`src/rtl/spy_readout_sequencer_if.sv`:
```
// Spy-side memory ports and the dump word stream between the sequencer (master)
// and the SpyBuffer / readout consumer (slave).
interface spy_readout_sequencer_if #(
  parameter int DATA_WIDTH    = 32,
  parameter int SPY_MEM_WIDTH = 7,
  parameter int EL_MEM_WIDTH  = 4
);
  logic [SPY_MEM_WIDTH-1:0] spy_write_addr;
  logic [EL_MEM_WIDTH-1:0]  spy_meta_write_addr;
  logic                     spy_read_enable;
  logic [SPY_MEM_WIDTH-1:0] spy_read_addr;
  logic [DATA_WIDTH:0]      spy_data;
  logic                     spy_meta_read_enable;
  logic [EL_MEM_WIDTH-1:0]  spy_meta_read_addr;
  logic [SPY_MEM_WIDTH:0]   spy_meta_read_data;
  logic [DATA_WIDTH:0]      out_data;
  logic                     out_is_meta;
  logic                     out_last;
  logic                     out_valid;
  logic                     out_ready;

  modport master (
    input  spy_write_addr, spy_meta_write_addr, spy_data, spy_meta_read_data, out_ready,
    output spy_read_enable, spy_read_addr, spy_meta_read_enable, spy_meta_read_addr,
           out_data, out_is_meta, out_last, out_valid
  );

  modport slave (
    output spy_write_addr, spy_meta_write_addr, spy_data, spy_meta_read_data, out_ready,
    input  spy_read_enable, spy_read_addr, spy_meta_read_enable, spy_meta_read_addr,
           out_data, out_is_meta, out_last, out_valid
  );
endinterface

```
`src/rtl/spy_readout_sequencer.sv`:
```
// Freeze-and-dump sequencer: freezes the spy buffer, snapshots write pointers, then
// streams every spy row (oldest first) followed by every metadata row.
module spy_readout_sequencer #(
  parameter int DATA_WIDTH    = 32,
  parameter int SPY_MEM_WIDTH = 7,
  parameter int EL_MEM_WIDTH  = 4,
  parameter int SETTLE_CYCLES = 4
) (
  input  logic clk_i,
  input  logic rst_i,
  input  logic start_i,
  input  logic abort_i,
  output logic freeze_o,
  output logic busy_o,
  output logic done_o,
  spy_readout_sequencer_if.master bus
);
  localparam int DW       = DATA_WIDTH + 1;
  localparam int SPY_ROWS = 1 << SPY_MEM_WIDTH;
  localparam int EL_ROWS  = 1 << EL_MEM_WIDTH;
  localparam int CW       = (SPY_MEM_WIDTH > EL_MEM_WIDTH) ? SPY_MEM_WIDTH : EL_MEM_WIDTH;
  localparam int SW       = (SETTLE_CYCLES > 1) ? $clog2(SETTLE_CYCLES) : 1;

  typedef enum logic [2:0] {
    S_IDLE, S_FREEZE, S_SNAP, S_DATA, S_META, S_DRAIN, S_DONE
  } state_t;

  typedef struct packed {
    logic          meta;
    logic          last;
    logic [DW-1:0] data;
  } word_t;

  state_t                   state_q, state_d;
  logic [SW-1:0]            settle_q;
  logic [CW-1:0]            cnt_q;
  logic [SPY_MEM_WIDTH-1:0] d_ptr_q;
  logic [EL_MEM_WIDTH-1:0]  m_ptr_q;
  logic                     fl_q, fl_meta_q, fl_last_q;
  word_t                    fifo_q [2];
  logic                     wr_q, rd_q;
  logic [1:0]               occ_q;
  logic                     freeze_q, busy_q, done_q;

  logic  pop, credit, issue_d, issue_m, d_last, m_last;
  word_t push_word;

  always_comb begin
    pop       = (occ_q != 2'd0) && bus.out_ready;
    // a word being accepted this cycle frees its slot for a new strobe
    credit    = ({1'b0, occ_q} + {2'b0, fl_q} - {2'b0, pop}) < 3'd2;
    issue_d   = (state_q == S_DATA) && credit && !abort_i;
    issue_m   = (state_q == S_META) && credit && !abort_i;
    d_last    = cnt_q == CW'(SPY_ROWS - 1);
    m_last    = cnt_q == CW'(EL_ROWS - 1);
    push_word.meta = fl_meta_q;
    push_word.last = fl_last_q;
    push_word.data = fl_meta_q ? DW'(bus.spy_meta_read_data) : bus.spy_data;

    state_d = state_q;
    if (abort_i) state_d = S_IDLE;
    else begin
      case (state_q)
        S_IDLE:   if (start_i) state_d = S_FREEZE;
        S_FREEZE: if (settle_q == '0) state_d = S_SNAP;
        S_SNAP:   state_d = S_DATA;
        S_DATA:   if (issue_d && d_last) state_d = S_META;
        S_META:   if (issue_m && m_last) state_d = S_DRAIN;
        S_DRAIN:  if (!fl_q && (occ_q == 2'd0 || (occ_q == 2'd1 && pop))) state_d = S_DONE;
        S_DONE:   state_d = S_IDLE;
        default:  state_d = S_IDLE;
      endcase
    end
  end

  always_ff @(posedge clk_i or posedge rst_i) begin
    if (rst_i) begin
      state_q   <= S_IDLE;
      settle_q  <= '0;
      cnt_q     <= '0;
      d_ptr_q   <= '0;
      m_ptr_q   <= '0;
      fl_q      <= 1'b0;
      fl_meta_q <= 1'b0;
      fl_last_q <= 1'b0;
      fifo_q[0] <= '0;
      fifo_q[1] <= '0;
      wr_q      <= 1'b0;
      rd_q      <= 1'b0;
      occ_q     <= 2'd0;
      freeze_q  <= 1'b0;
      busy_q    <= 1'b0;
      done_q    <= 1'b0;
    end else begin
      state_q  <= state_d;
      busy_q   <= state_d != S_IDLE;
      freeze_q <= state_d != S_IDLE;
      done_q   <= state_d == S_DONE;

      if (state_q == S_IDLE) settle_q <= SW'(SETTLE_CYCLES - 1);
      else if (state_q == S_FREEZE && settle_q != '0) settle_q <= settle_q - SW'(1);

      if (state_q == S_SNAP) begin
        d_ptr_q <= bus.spy_write_addr;
        m_ptr_q <= bus.spy_meta_write_addr;
        cnt_q   <= '0;
      end else if (issue_d) begin
        d_ptr_q <= d_ptr_q + SPY_MEM_WIDTH'(1);
        cnt_q   <= d_last ? '0 : cnt_q + CW'(1);
      end else if (issue_m) begin
        m_ptr_q <= m_ptr_q + EL_MEM_WIDTH'(1);
        cnt_q   <= cnt_q + CW'(1);
      end

      fl_q      <= issue_d | issue_m;
      fl_meta_q <= issue_m;
      fl_last_q <= issue_m && m_last;

      // abort drops buffered words and the read returning this cycle
      if (abort_i) begin
        occ_q <= 2'd0;
        wr_q  <= 1'b0;
        rd_q  <= 1'b0;
      end else begin
        if (fl_q) begin
          fifo_q[wr_q] <= push_word;
          wr_q         <= ~wr_q;
        end
        if (pop) rd_q <= ~rd_q;
        occ_q <= occ_q + {1'b0, fl_q} - {1'b0, pop};
      end
    end
  end

  assign freeze_o = freeze_q;
  assign busy_o   = busy_q;
  assign done_o   = done_q;

  assign bus.spy_read_enable      = issue_d;
  assign bus.spy_read_addr        = issue_d ? d_ptr_q : '0;
  assign bus.spy_meta_read_enable = issue_m;
  assign bus.spy_meta_read_addr   = issue_m ? m_ptr_q : '0;

  assign bus.out_valid   = occ_q != 2'd0;
  assign bus.out_data    = bus.out_valid ? fifo_q[rd_q].data : '0;
  assign bus.out_is_meta = bus.out_valid & fifo_q[rd_q].meta;
  assign bus.out_last    = bus.out_valid & fifo_q[rd_q].last;
endmodule
```
`src/flat_wrapper.sv`:
```
// flat-port wrapper written by rule: the top's interface ports become plain ports
module spy_readout_sequencer_flat 
#(
  parameter int DATA_WIDTH    = 32,
  parameter int SPY_MEM_WIDTH = 7,
  parameter int EL_MEM_WIDTH  = 4,
  parameter int SETTLE_CYCLES = 4
)
  (clk_i, rst_i, start_i, abort_i, freeze_o, busy_o, done_o, bus_spy_write_addr, bus_spy_meta_write_addr, bus_spy_data, bus_spy_meta_read_data, bus_out_ready, bus_spy_read_enable, bus_spy_read_addr, bus_spy_meta_read_enable, bus_spy_meta_read_addr, bus_out_data, bus_out_is_meta, bus_out_last, bus_out_valid);
  spy_readout_sequencer_if #(.DATA_WIDTH(DATA_WIDTH), .SPY_MEM_WIDTH(SPY_MEM_WIDTH), .EL_MEM_WIDTH(EL_MEM_WIDTH)) bus_i ();
  input  logic clk_i;
  input  logic rst_i;
  input  logic start_i;
  input  logic abort_i;
  output logic freeze_o;
  output logic busy_o;
  output logic done_o;
  input wire logic [$bits(bus_i.spy_write_addr)-1:0] bus_spy_write_addr;
  input wire logic [$bits(bus_i.spy_meta_write_addr)-1:0] bus_spy_meta_write_addr;
  input wire logic [$bits(bus_i.spy_data)-1:0] bus_spy_data;
  input wire logic [$bits(bus_i.spy_meta_read_data)-1:0] bus_spy_meta_read_data;
  input wire logic [$bits(bus_i.out_ready)-1:0] bus_out_ready;
  output wire logic [$bits(bus_i.spy_read_enable)-1:0] bus_spy_read_enable;
  output wire logic [$bits(bus_i.spy_read_addr)-1:0] bus_spy_read_addr;
  output wire logic [$bits(bus_i.spy_meta_read_enable)-1:0] bus_spy_meta_read_enable;
  output wire logic [$bits(bus_i.spy_meta_read_addr)-1:0] bus_spy_meta_read_addr;
  output wire logic [$bits(bus_i.out_data)-1:0] bus_out_data;
  output wire logic [$bits(bus_i.out_is_meta)-1:0] bus_out_is_meta;
  output wire logic [$bits(bus_i.out_last)-1:0] bus_out_last;
  output wire logic [$bits(bus_i.out_valid)-1:0] bus_out_valid;
  assign bus_i.spy_write_addr = bus_spy_write_addr;
  assign bus_i.spy_meta_write_addr = bus_spy_meta_write_addr;
  assign bus_i.spy_data = bus_spy_data;
  assign bus_i.spy_meta_read_data = bus_spy_meta_read_data;
  assign bus_i.out_ready = bus_out_ready;
  assign bus_spy_read_enable = bus_i.spy_read_enable;
  assign bus_spy_read_addr = bus_i.spy_read_addr;
  assign bus_spy_meta_read_enable = bus_i.spy_meta_read_enable;
  assign bus_spy_meta_read_addr = bus_i.spy_meta_read_addr;
  assign bus_out_data = bus_i.out_data;
  assign bus_out_is_meta = bus_i.out_is_meta;
  assign bus_out_last = bus_i.out_last;
  assign bus_out_valid = bus_i.out_valid;
  spy_readout_sequencer #(.DATA_WIDTH(DATA_WIDTH), .SPY_MEM_WIDTH(SPY_MEM_WIDTH), .EL_MEM_WIDTH(EL_MEM_WIDTH), .SETTLE_CYCLES(SETTLE_CYCLES)) u_core (.clk_i(clk_i), .rst_i(rst_i), .start_i(start_i), .abort_i(abort_i), .freeze_o(freeze_o), .busy_o(busy_o), .done_o(done_o), .bus(bus_i));
endmodule
```
`config.mk`:
```
export PLATFORM = sky130hd
export DESIGN_NAME = spy_readout_sequencer_flat
export DESIGN_NICKNAME = d
export VERILOG_FILES = /design/src/rtl/spy_readout_sequencer_if.sv /design/src/rtl/spy_readout_sequencer.sv /design/src/flat_wrapper.sv
export SDC_FILE = /design/constraint.sdc
export NUM_CORES = 1
export LEC_CHECK = 0
export CAP_MARGIN = 40
export CORE_MARGIN = 2
export CORE_UTILIZATION = 45
export CTS_CLUSTER_DIAMETER = 200
export DETAILED_ROUTE_END_ITERATION = 16
export MAX_ROUTING_LAYER = met4
export PLACE_DENSITY = 0.72
export SLEW_MARGIN = 0
export SYNTH_ARGS = -nofsm -noshare
export SYNTH_HDL_FRONTEND = slang
export SYNTH_SLANG_ARGS = --single-unit
```
`constraint.sdc`:
```
create_clock -name clk_i -period 6.1 [get_ports clk_i]
set_input_delay 0.915 -clock clk_i [delete_from_list [all_inputs] [get_ports clk_i]]
set_output_delay 0.915 -clock clk_i [all_outputs]
set_load 0.01 [all_outputs]
```
==> results of run 1 <==
Yosys cell counts (all sizes together), types with 2 or more instances:
cell type,instances
dfrtp,102
nand2,83
o21ai,74
nor2,54
mux2i,47
nand2b,31
clkbuf,21
a21oi,15
buf,14
nand3,11
inv,10
o22ai,10
and3,9
a31oi,8
nor3,6
ha,5
xnor2,5
and2,4
mux2,4
nor2b,4
nand4,3
nor4,3
xor2,3
a211oi,2
nand3b,2
nor3b,2
o211ai,2
o21a,2
or3,2
or3b,2
state kept, by name, indices dropped and copies added, names as in the netlist:
| register | flops |
|---|---|
| u_core.wr_q | 1 |
| u_core.m_ptr_q | 4 |
| u_core.occ_q | 2 |
| u_core.fl_last_q | 1 |
| u_core.state_q | 3 |
| u_core.fifo_q | 70 |
| u_core.settle_q | 2 |
| u_core.rd_q | 1 |
| u_core.d_ptr_q | 7 |
| u_core.fl_meta_q | 1 |
| u_core.fl_q | 1 |
| u_core.cnt_q | 7 |
| u_core.freeze_o | 1 |
| u_core.done_o | 1 |
worst max-delay path by stage:
stage / to / slack (ns) / cells after the start
floorplan: bus_spy_meta_read_addr[0] / 2.39 / 11
global placement: bus_spy_read_addr[4] / 1.31 / 10
detailed placement: bus_spy_read_addr[0] / 1.23 / 10
CTS: bus_spy_read_addr[0] / 1.10 / 12
global route: bus_spy_meta_read_addr[3] / 0.85 / 13
finish: bus_spy_read_addr[0] / 1.16 / 12
metal layers:
metal	part of all wire [%]	wire, um	vias to the layer above	track usage (%)
li1	-	-	2064	-
met1	46	5390	1990	26.2
met2	49	5730	128	32.0
met3	4.6	546	6	3.39
met4	0.67	79	0	4.00
met5	0	0	-	-
kinds of logic after synthesis:
| group | synth area share [%] |
|---|---|
| AOI/OAI and AO/OA | 13.3 |
| xor gates and xnor gates | 1.66 |
| DFF | 49.7 |
| adders and majority gates | 1.61 |
| muxes | 10.0 |
| buffers and inverters | 3.60 |
| and+or+nand+nor | 20.1 |
worst max-delay path: stages (launching register included):
cell,delay [ns]
sky130_fd_sc_hd__dfrtp_1,0.50
sky130_fd_sc_hd__nor2_2,0.14
sky130_fd_sc_hd__buf_4,0.36
sky130_fd_sc_hd__inv_1,0.10
sky130_fd_sc_hd__nand2_1,0.16
sky130_fd_sc_hd__xnor2_1,0.14
sky130_fd_sc_hd__ha_1,0.16
sky130_fd_sc_hd__inv_1,0.04
sky130_fd_sc_hd__fa_1,0.55
sky130_fd_sc_hd__nand2b_1,0.22
sky130_fd_sc_hd__nor3_2,0.53
sky130_fd_sc_hd__and3_1,0.24
sky130_fd_sc_hd__clkdlybuf4s50_1,0.53
power by group:
group	leakage, nW	total, mW	internal, mW	switching, mW
Combinational	1.22	0.503	0.217	0.286
Clock	0.130	0.549	0.282	0.267
Sequential	1.36	0.793	0.728	0.0647
layout make-up:
cell class | count | area (sq um)
Fill cell | 976 | 4680
Sequential cell | 102 | 2550
Multi-Input combinational cell | 403 | 2400
Timing Repair Buffer | 114 | 1140
Clock buffer | 9 | 225
Tap cell | 143 | 179
Clock inverter | 7 | 56.3
Inverter | 10 | 40.0
per-stage QoR:
stage          cell area, sq um  total power [mW]  util [%]
2_1_floorplan              5140              1.12         -
3_3_place_gp               6290              1.29      55.8
3_5_place_dp               6310              1.31      56.0
4_1_cts                    6600              1.86      58.5
5_1_grt                    6600              1.94      58.5
6_report                   6600              1.84      58.5
==> run_results.csv, run 1 <==
group,metric,value,unit
worst_setup_path,startpoint,"u_core.occ_q[1]",
sta,timing.clock.skew,0.00983,ns
floorplanning,dieArea,0.0123,sq mm
sta,timing.final.hold_violations,0,
detailed_routing,drtAntennaViolNets,0,
global_routing,grt_first_pass_wirelength,19.5,mm
clocking,tritoncts,"built",
clocking,cts_root_buf,"sky130_fd_sc_hd__clkbuf_16",
detailed_routing,dr_total_vias,4188,
worst_setup_path,r2r_setup_slack,2.67,ns
logic_synthesis,synth_async_sr_flop_share,100,%
run,number_of_max_cap_violations,0,
floorplanning,fp.dieW,111,um
finish,final_net_count,703,
clocking,cts_hold_buf,0,
worst_setup_path,crit_path_max_fo,36,
hold_path,cell_depth_of_the_worst_min_delay_path,1,
placed_design,dp_slack,1.23,ns
finish,number_of_diodes,0,
logic_synthesis,ys.warnings.count,0,
detailed_routing,drt_first_iter_violations,324,
sta,layout_worst_path_cycle_share,80.9,%
global_routing,grt.overflow.total,0,
sta,fin_hold_ws,0.474,ns
sta,shortest_period_the_worst_path_allows,4.94,ns
run_status,status,"finished clean",
sta,fmaxAchievable,203,MHz
hold_path,hold_start,"u_core.settle_q[0]",
floorplanning,design.core.area,0.0113,sq mm
worst_setup_path,timing_worst_setup_path_type,"reg -> out",
finish,mostFrequentLayoutCell,"sky130_fd_sc_hd__clkdlybuf4s50_1",
logic_synthesis,synth.ff_latch_count,102,
logic_synthesis,synth_top_area_share,49.7,%
clocking,cts_made_buffers,9,
clocking,worst_skew_pair.late_latency,0.34,ns
clocking,cts_htree_levels,3,
worst_setup_path,required,5.18,ns
sta,timing_worst_slew_pin_value,0.872,ns
logic_synthesis,synth-edff-count,0,
clocking,clkSlewWorstSetupHoldPaths,0.08,ns
logic_synthesis,synth.lib_cells_used.distinct,50,
logic_synthesis,postSynthAreaPerCell,9.34,sq um
worst_setup_path,cp_endpoint_kind,"primary output",
floorplanning,pin_count,109,
sta,timing_max_transition_violations_final,0,
placed_design,finalWeightedCongestion,0.812,
global_routing,number_of_global_route_vias_before_repair,4045,
detailed_routing,drt_drc_violations_left,0,
logic_synthesis,ys.flop_type,"sky130_fd_sc_hd__dfrtp_1",
finish,final_cell_count_no_fill,788,
detailed_routing,detail_route.wl_per_cell,14.9,um
placed_design,hpwlAfterDp,7.86,mm
placed_design,placedCellCount,772,
placed_design,placement.io_buffers,108,
logic_synthesis,synth.area.top_cells,"sky130_fd_sc_hd__dfrtp_1 50%, sky130_fd_sc_hd__mux2i_1 9.2%, sky130_fd_sc_hd__nand2_1 6.1%, sky130_fd_sc_hd__o21ai_0 5.4%, sky130_fd_sc_hd__nor2_1 3.9%",
finish,drive_above_1_share,5.74,%
floorplanning,start_util,45.6,%
sta,final-setup-viol-count,0,
clocking,cts_buffer_depth,2,
logic_synthesis,synthDominantAreaCellType,"sky130_fd_sc_hd__dfrtp_1",
power_and_ir_drop,ir_drop,0.000190,V
logic_synthesis,synth_sequential_area_ratio,49.7,%
detailed_routing,detail_route.wirelength,11.7,mm
floorplanning,row_count,39,
logic_synthesis,syn-instance-count,550,
sta,relative_slew_slack,41.7,%
power_and_ir_drop,power.density,280,mW/mm^2
finish,final_cell_mix,"108 x sky130_fd_sc_hd__clkdlybuf4s50_1, 101 x sky130_fd_sc_hd__dfrtp_1, 83 x sky130_fd_sc_hd__nand2_1",
worst_setup_path,critical_path.reg2reg.endpoint,"u_core.freeze_o",
sta,setup_ws,1.16,ns
global_routing,antenna_found_initial,0,
detailed_routing,detail_route.vias_per_cell,5.31,
worst_setup_path,critical_path.startpoint_type,"register",
logic_synthesis,syn-num-nets,613,
floorplanning,fp.dieH,111,um
detailed_routing,detail_route.first_pass.iterations,6,
global_routing,grt_usage,19.7,%
sta,rsz_0062_raised_after_global_routing,"no",
worst_setup_path,worst-r2r-cell-count,13,
worst_setup_path,timing.rr.start,"u_core.occ_q[1]",
finish,area_delta_synth_final,28.4,%
power_and_ir_drop,p_leak,2.70,nW
hold_path,whs_endpoint,"u_core.settle_q[0]",
hold_path,worst_hold_path_type,"reg -> reg",
sta,setup_total_negative_slack,0,ns
global_routing,grt_max_degree,69,
clocking,cts.repair.resized,0,
clocking,number_of_sinks_handled_by_clock_tree_synthesis,102,
logic_synthesis,synthesis.area,0.00514,sq mm
clocking,number_of_buffers_inserted_by_post_cts_setup_repair,0,
worst_setup_path,worst_ep_arrival_time,4.02,ns
Note: power is estimated with default switching activity, not from simulation.
==> inputs of run 2 (changes only) <==
==> constraint.sdc (replaced) <==
create_clock -name clk_i -period 4.8 [get_ports clk_i]
set_input_delay 0.72 -clock clk_i [delete_from_list [all_inputs] [get_ports clk_i]]
set_output_delay 0.72 -clock clk_i [all_outputs]
set_load 0.01 [all_outputs]
==> run 2 against run 1 <==
Clock power grew 33%. Critical path type is now in -> out. Largest power group unchanged. Combinational power grew 34%. Power grew 30%. Highest routed layer unchanged. Die area is the same. Critical endpoint unchanged. Setup slack lost 0.82 ns.
==> run_results.csv, run 2 (synthesis gave the netlist of run 1 again) <==
group,metric,value,unit
run_status,status,"finished clean",
placed_design,hpwlAfterDp,8.12,mm
sta,fmaxAchievable,224,MHz
placed_design,placement.cell_area,0.00638,sq mm
finish,num-fill-cells,994,
finish,final_util,59.2,%
power_and_ir_drop,report.power.total,2.40,mW
finish,registers.top_by_ff_count,"u_core.fifo_q",
hold_path,whs_endpoint,"u_core.fifo_q[68]",
worst_setup_path,crit_path_max_fo,9,
floorplanning,fp.dieH,111,um
clocking,number_of_sinks_handled_by_clock_tree_synthesis,102,
placed_design,placement.io_buffers,108,
clocking,worst_skew_pair.late_latency,0.34,ns
detailed_routing,drt_drc_violations_left,0,
sta,relative_slew_slack,43.9,%
sta,rsz_0062_raised_after_global_routing,"no",
floorplanning,row_count,39,
run,number_of_max_cap_violations,0,
detailed_routing,detail_route.first_pass.iterations,4,
worst_setup_path,timing.rr.start,"u_core.occ_q[1]",
floorplanning,design.core.area,0.0113,sq mm
detailed_routing,drt_first_iter_violations,293,
worst_setup_path,timing_worst_setup_path_type,"in -> out",
finish,area_delta_synth_final,30.0,%
floorplanning,start_util,45.6,%
worst_setup_path,worst_ep_arrival_time,3.74,ns
sta,setup_ws,0.339,ns
power_and_ir_drop,power.density,359,mW/mm^2
global_routing,grt.overflow.total,0,
clocking,number_of_buffers_inserted_by_post_cts_setup_repair,0,
floorplanning,dieArea,0.0123,sq mm
sta,timing_max_transition_violations_final,0,
finish,largestRegisters,"u_core.fifo_q x70, u_core.cnt_q x7, u_core.d_ptr_q x7",
detailed_routing,dr_total_vias,4218,
clocking,cts_root_buf,"sky130_fd_sc_hd__clkbuf_16",
finish,drive_above_1_share,6.31,%
finish,number_of_diodes,0,
worst_setup_path,worst_path_most_repeated_cell,"sky130_fd_sc_hd__clkdlybuf4s50_1",
hold_path,worst_hold_path_type,"reg -> reg",
sta,timing.clock.skew,0.00518,ns
hold_path,cell_depth_of_the_worst_min_delay_path,1,
clocking,cts.repair.resized,0,
finish,post-route-cell-area,0.00668,sq mm
floorplanning,pin_count,109,
power_and_ir_drop,ir_drop,0.000232,V
sta,timing_worst_slew_pin_value,0.839,ns
sta,setup_total_negative_slack,0,ns
detailed_routing,detail_route.vias_per_cell,5.32,
global_routing,number_of_global_route_vias_before_repair,4126,
clocking,tritoncts,"built",
worst_setup_path,critical_path.startpoint_type,"primary input",
worst_setup_path,required,4.08,ns
worst_setup_path,cp_cell_sequence,"clkdlybuf4s50_1 > nand2_1 > xnor2_1 > ha_1 > inv_1 > fa_1 > nand2b_1 > nor3_2 > and3_1 > clkdlybuf4s50_1",
worst_setup_path,critPathTopFamily,"buffers and inverters",
clocking,cts_buffer_depth,2,
detailed_routing,detail_route.wirelength,11.8,mm
worst_setup_path,r2r_setup_slack,1.83,ns
worst_setup_path,cp_endpoint_kind,"primary output",
hold_path,hold_start,"u_core.fl_last_q",
worst_setup_path,critical_path.reg2reg.endpoint,"u_core.freeze_o",
worst_setup_path,critical-path-max-stage-delay,0.54,ns
finish,final_cell_mix,"108 x sky130_fd_sc_hd__clkdlybuf4s50_1, 101 x sky130_fd_sc_hd__dfrtp_1, 83 x sky130_fd_sc_hd__nand2_1",
sta,shortest_period_the_worst_path_allows,4.46,ns
sta,final-setup-viol-count,0,
global_routing,grt_max_degree,64,
detailed_routing,detail_route.wl_per_cell,14.8,um
detailed_routing,drtAntennaViolNets,0,
power_and_ir_drop,p_leak,2.74,nW
worst_setup_path,crit_path_top_delay_cell,"sky130_fd_sc_hd__fa_1",
sta,timing.final.hold_violations,0,
global_routing,grt_first_pass_wirelength,20.0,mm
clocking,clkSlewWorstSetupHoldPaths,0.07,ns
clocking,cts_htree_levels,3,
worst_setup_path,worst-r2r-cell-count,12,
finish,final_net_count,708,
placed_design,dp_slack,0.357,ns
clocking,cts_hold_buf,0,
clocking,cts_made_buffers,9,
sta,layout_worst_path_cycle_share,92.9,%
global_routing,antenna_found_initial,0,
finish,largest_register_ffs,70,
placed_design,finalWeightedCongestion,0.850,
floorplanning,fp.dieW,111,um
worst_setup_path,crit_buf_inv,3,
finish,mostFrequentLayoutCell,"sky130_fd_sc_hd__clkdlybuf4s50_1",
global_routing,grt_usage,20.4,%
run 2: cell count changes in the layout (fill, tap and decap cells not counted), sizes merged:
cell    delta
buf        +5
inv        -2
bufinv     +1
clkbuf     +1
run 2: power by group:
group	leakage [nW]	switching [mW]	internal [mW]
registers	1.36	0.0664	0.926
clock network	0.135	0.323	0.407
logic	1.25	0.381	0.294
total	2.74	0.771	1.63
run 2: routing by layer:
| metal | track usage (%) | routed length, um | vias up |
|---|---|---|---|
| met4 | 7.17 | 225 | 0 |
| met3 | 3.72 | 516 | 18 |
| met1 | 27.1 | 5490 | 2008 |
| met5 | - | 0 | - |
| met2 | 31.7 | 5540 | 105 |
| li1 | - | - | 2087 |
run 2: worst max-delay path by stage:
| stage | endpoint | depth (start not counted) | from |
|---|---|---|---|
| 6_report | bus_spy_read_addr[0] | 10 | bus_out_ready |
| 4_1_cts | bus_spy_read_addr[0] | 10 | bus_out_ready |
| 3_5_place_dp | bus_spy_read_addr[0] | 10 | bus_out_ready |
| 2_1_floorplan | bus_spy_meta_read_addr[0] | 11 | u_core.occ_q[1] |
| 5_1_grt | bus_spy_meta_read_addr[2] | 11 | bus_out_ready |
| 3_3_place_gp | bus_spy_read_addr[4] | 10 | bus_out_ready |
run 2: per-stage QoR:
step | std cells | hold slack [ns]
6_report | 793 | 0.480
5_1_grt | 793 | 0.497
4_1_cts | 793 | 0.485
3_5_place_dp | 777 | 0.470
3_3_place_gp | 774 | 0.451
2_1_floorplan | 550 | 0.440
run 2: area by class of cell:
type	instances	area [sq um]	area share [%]
Clock inverter	6	70.1	1.05
Timing Repair Buffer	119	1200	18.0
Tap cell	143	179	2.68
Clock buffer	10	229	3.43
Multi-Input combinational cell	403	2400	36.0
Inverter	10	40.0	0.600
Sequential cell	102	2550	38.2
==> inputs of run 3 (changes only) <==
--- a/config.mk
+++ b/config.mk
@@ -7,11 +7,11 @@
 export LEC_CHECK = 0
 export CAP_MARGIN = 40
 export CORE_MARGIN = 2
-export CORE_UTILIZATION = 45
+export CORE_UTILIZATION = 40
 export CTS_CLUSTER_DIAMETER = 200
 export DETAILED_ROUTE_END_ITERATION = 16
 export MAX_ROUTING_LAYER = met4
-export PLACE_DENSITY = 0.72
+export PLACE_DENSITY = 0.65
 export SLEW_MARGIN = 0
 export SYNTH_ARGS = -nofsm -noshare
 export SYNTH_HDL_FRONTEND = slang
==> run 3 against run 2 <==
Count of clock-buffer cells in the layout up 1. Wire length rose by 3.9%. Combinational power down 2%. Via count rose by 0.26%. Worst hold slack better by 0.00074 ns. Core utilization is 5.8 points lower. Clock power increased by 10%. Fmax grew 0.66%. Critical path type unchanged. Critical endpoint is now bus_spy_read_addr[1]. Largest cell class unchanged.
==> run_results.csv, run 3 (synthesis gave the netlist of run 1 again) <==
group,metric,value,unit
run_status,status,"finished clean",
finish,largestRegisters,"u_core.fifo_q x70, u_core.cnt_q x7, u_core.d_ptr_q x7",
worst_setup_path,critPathTopFamily,"buffers and inverters",
power_and_ir_drop,power.share.combinational,26.8,%
detailed_routing,dr_total_vias,4229,
clocking,cts_htree_levels,3,
finish,area_delta_synth_final,30.7,%
clocking,worst_skew_pair.late_latency,0.34,ns
floorplanning,pin_count,109,
clocking,cts_hold_buf,0,
worst_setup_path,worst_path_most_repeated_cell,"sky130_fd_sc_hd__clkdlybuf4s50_1",
finish,final_net_count,706,
floorplanning,fp.dieW,117,um
clocking,number_of_sinks_handled_by_clock_tree_synthesis,102,
power_and_ir_drop,seqPwrFrac,40.6,%
clocking,cts_root_buf,"sky130_fd_sc_hd__clkbuf_16",
power_and_ir_drop,p_leak,2.75,nW
global_routing,grt.overflow.total,0,
clocking,number_of_buffers_inserted_by_post_cts_setup_repair,0,
sta,timing.final.hold_violations,0,
worst_setup_path,timing_worst_setup_path_type,"in -> out",
worst_setup_path,critical_path.startpoint_type,"primary input",
sta,setup_total_negative_slack,0,ns
worst_setup_path,cp_cell_sequence,"clkdlybuf4s50_1 > nand2_1 > xnor2_1 > ha_1 > inv_1 > fa_1 > nand2b_1 > nor3_2 > and3_1 > clkdlybuf4s50_1",
finish,drive_above_1_share,6.17,%
sta,fmaxAchievable,226,MHz
sta,relative_slew_slack,43.5,%
sta,timing.clock.skew,0.00479,ns
power_and_ir_drop,power.density,369,mW/mm^2
hold_path,worst_hold_path_type,"reg -> reg",
worst_setup_path,r2r_setup_slack,1.89,ns
worst_setup_path,crit_cells,10,
sta,layout_worst_path_cycle_share,92.3,%
worst_setup_path,crit_path_top_delay_cell,"sky130_fd_sc_hd__fa_1",
floorplanning,start_util,40.9,%
sta,timing_worst_slew_pin_value,0.847,ns
global_routing,grt_first_pass_wirelength,20.9,mm
floorplanning,dieArea,0.0138,sq mm
finish,registers.top_by_ff_count,"u_core.fifo_q",
placed_design,hpwlAfterDp,8.17,mm
detailed_routing,drt_drc_violations_left,0,
detailed_routing,detail_route.vias_per_cell,5.16,
worst_setup_path,worst-r2r-cell-count,12,
finish,mostFrequentLayoutCell,"sky130_fd_sc_hd__clkdlybuf4s50_1",
worst_setup_path,cp_endpoint_kind,"primary output",
worst_setup_path,crit_buf_inv,3,
hold_path,cell_depth_of_the_worst_min_delay_path,2,
finish,final_cell_mix,"108 x sky130_fd_sc_hd__clkdlybuf4s50_1, 101 x sky130_fd_sc_hd__dfrtp_1, 83 x sky130_fd_sc_hd__nand2_1",
clocking,cts_buffer_depth,2,
finish,number_of_diodes,0,
worst_setup_path,worst_ep_arrival_time,3.71,ns
floorplanning,fp.dieH,117,um
clocking,clkSlewWorstSetupHoldPaths,0.06,ns
detailed_routing,detail_route.wl_per_cell,14.9,um
sta,timing_max_transition_violations_final,0,
floorplanning,row_count,41,
power_and_ir_drop,clock_power_share,32.6,%
global_routing,grt_usage,19.0,%
worst_setup_path,crit_path_max_fo,9,
clocking,cts_made_buffers,9,
clocking,tritoncts,"built",
power_and_ir_drop,switching_power,0.773,mW
finish,final_util,53.4,%
global_routing,antenna_found_initial,0,
detailed_routing,detail_route.first_pass.iterations,4,
power_and_ir_drop,ir_drop,0.000202,V
finish,num-fill-cells,1161,
floorplanning,design.core.area,0.0126,sq mm
placed_design,finalWeightedCongestion,0.838,
worst_setup_path,critical-path-max-stage-delay,0.55,ns
detailed_routing,detail_route.wirelength,12.2,mm
clocking,cts.repair.resized,0,
run,number_of_max_cap_violations,0,
worst_setup_path,required,4.08,ns
detailed_routing,drt_first_iter_violations,294,
sta,final-setup-viol-count,0,
detailed_routing,drtAntennaViolNets,0,
sta,shortest_period_the_worst_path_allows,4.43,ns
finish,largest_register_ffs,70,
sta,rsz_0062_raised_after_global_routing,"no",
global_routing,grt_max_degree,69,
power_and_ir_drop,switching_share,31.2,%
global_routing,number_of_global_route_vias_before_repair,4163,
power_and_ir_drop,cellInternalPower,1.70,mW
placed_design,placement.io_buffers,108,
[run 3: cell types whose count changed in the layout (fill, tap and decap cells not counted)]
cell / before / now
sky130_fd_sc_hd__clkinvlp_4: 3 / 1
sky130_fd_sc_hd__clkinv_2: 0 / 1
sky130_fd_sc_hd__buf_4: 8 / 7
sky130_fd_sc_hd__inv_6: 1 / 0
sky130_fd_sc_hd__buf_16: 1 / 0
sky130_fd_sc_hd__clkbuf_8: 0 / 2
sky130_fd_sc_hd__bufinv_16: 1 / 2
sky130_fd_sc_hd__clkbuf_1: 1 / 0
[run 3: routing by layer]
metal / GRT usage (%) / wire length [um] / up-vias
li1: - / - / 2079
met1: 25.4 / 5710 / 2035
met2: 29.7 / 5810 / 102
met3: 3.21 / 545 / 13
met4: 6.10 / 160 / 0
met5: - / 0 / -
[run 3: power groups by stage]
stage,Clock [mW],Sequential [mW],Combinational [mW]
3_3_place_gp,0,1.06,0.602
6_report,0.807,1.01,0.663
4_1_cts,0.827,1.01,0.673
5_1_grt,0.869,1.02,0.738
3_5_place_dp,0,1.02,0.670
2_1_floorplan,0,0.984,0.445
[run 3: per-stage QoR]
| stage | hold WS, ns | cell area, sq um | worst slack (ns) | total power, mW | instances |
|---|---|---|---|---|---|
| after floorplan | 0.440 | 5140 | 1.29 | 1.43 | 550 |
| after global placement | 0.452 | 6340 | 0.419 | 1.67 | 802 |
| after detailed placement | 0.470 | 6380 | 0.342 | 1.69 | 804 |
| after CTS | 0.485 | 6710 | 0.322 | 2.50 | 820 |
| after global routing | 0.503 | 6710 | 0.0999 | 2.62 | 820 |
| final | 0.481 | 6710 | 0.368 | 2.48 | 820 |
[run 3: final cells by class]
type	instances	area (sq um)	share of cell area [%]
Timing Repair Buffer	117	1170	17.4
Tap cell	172	215	3.21
Clock inverter	5	81.3	1.21
Inverter	10	40.0	0.596
Clock buffer	11	253	3.76
Sequential cell	102	2550	38.0
Multi-Input combinational cell	403	2400	35.8
[run 3: path summary, 6_finish.rpt]
kind / start / end
min reg2reg: u_core.fifo_q[26] / u_core.fifo_q[26]
min in group asynchronous: rst_i / u_core.fifo_q[63]
max reg2reg: u_core.occ_q[1] / u_core.freeze_o
max: bus_out_ready / bus_spy_read_addr[1]
min: u_core.fifo_q[26] / u_core.fifo_q[26]
max in group asynchronous: rst_i / u_core.fifo_q[16]
[run 3: worst reg2reg max path: cells and delay by family (launching register included)]
family,cells,cell delay (ns)
simple gates,5,0.94
fa+ha+maj,2,0.71
flops,1,0.49
buf+inv,3,0.30
compound gates,1,0.26
xor+xnor,1,0.13
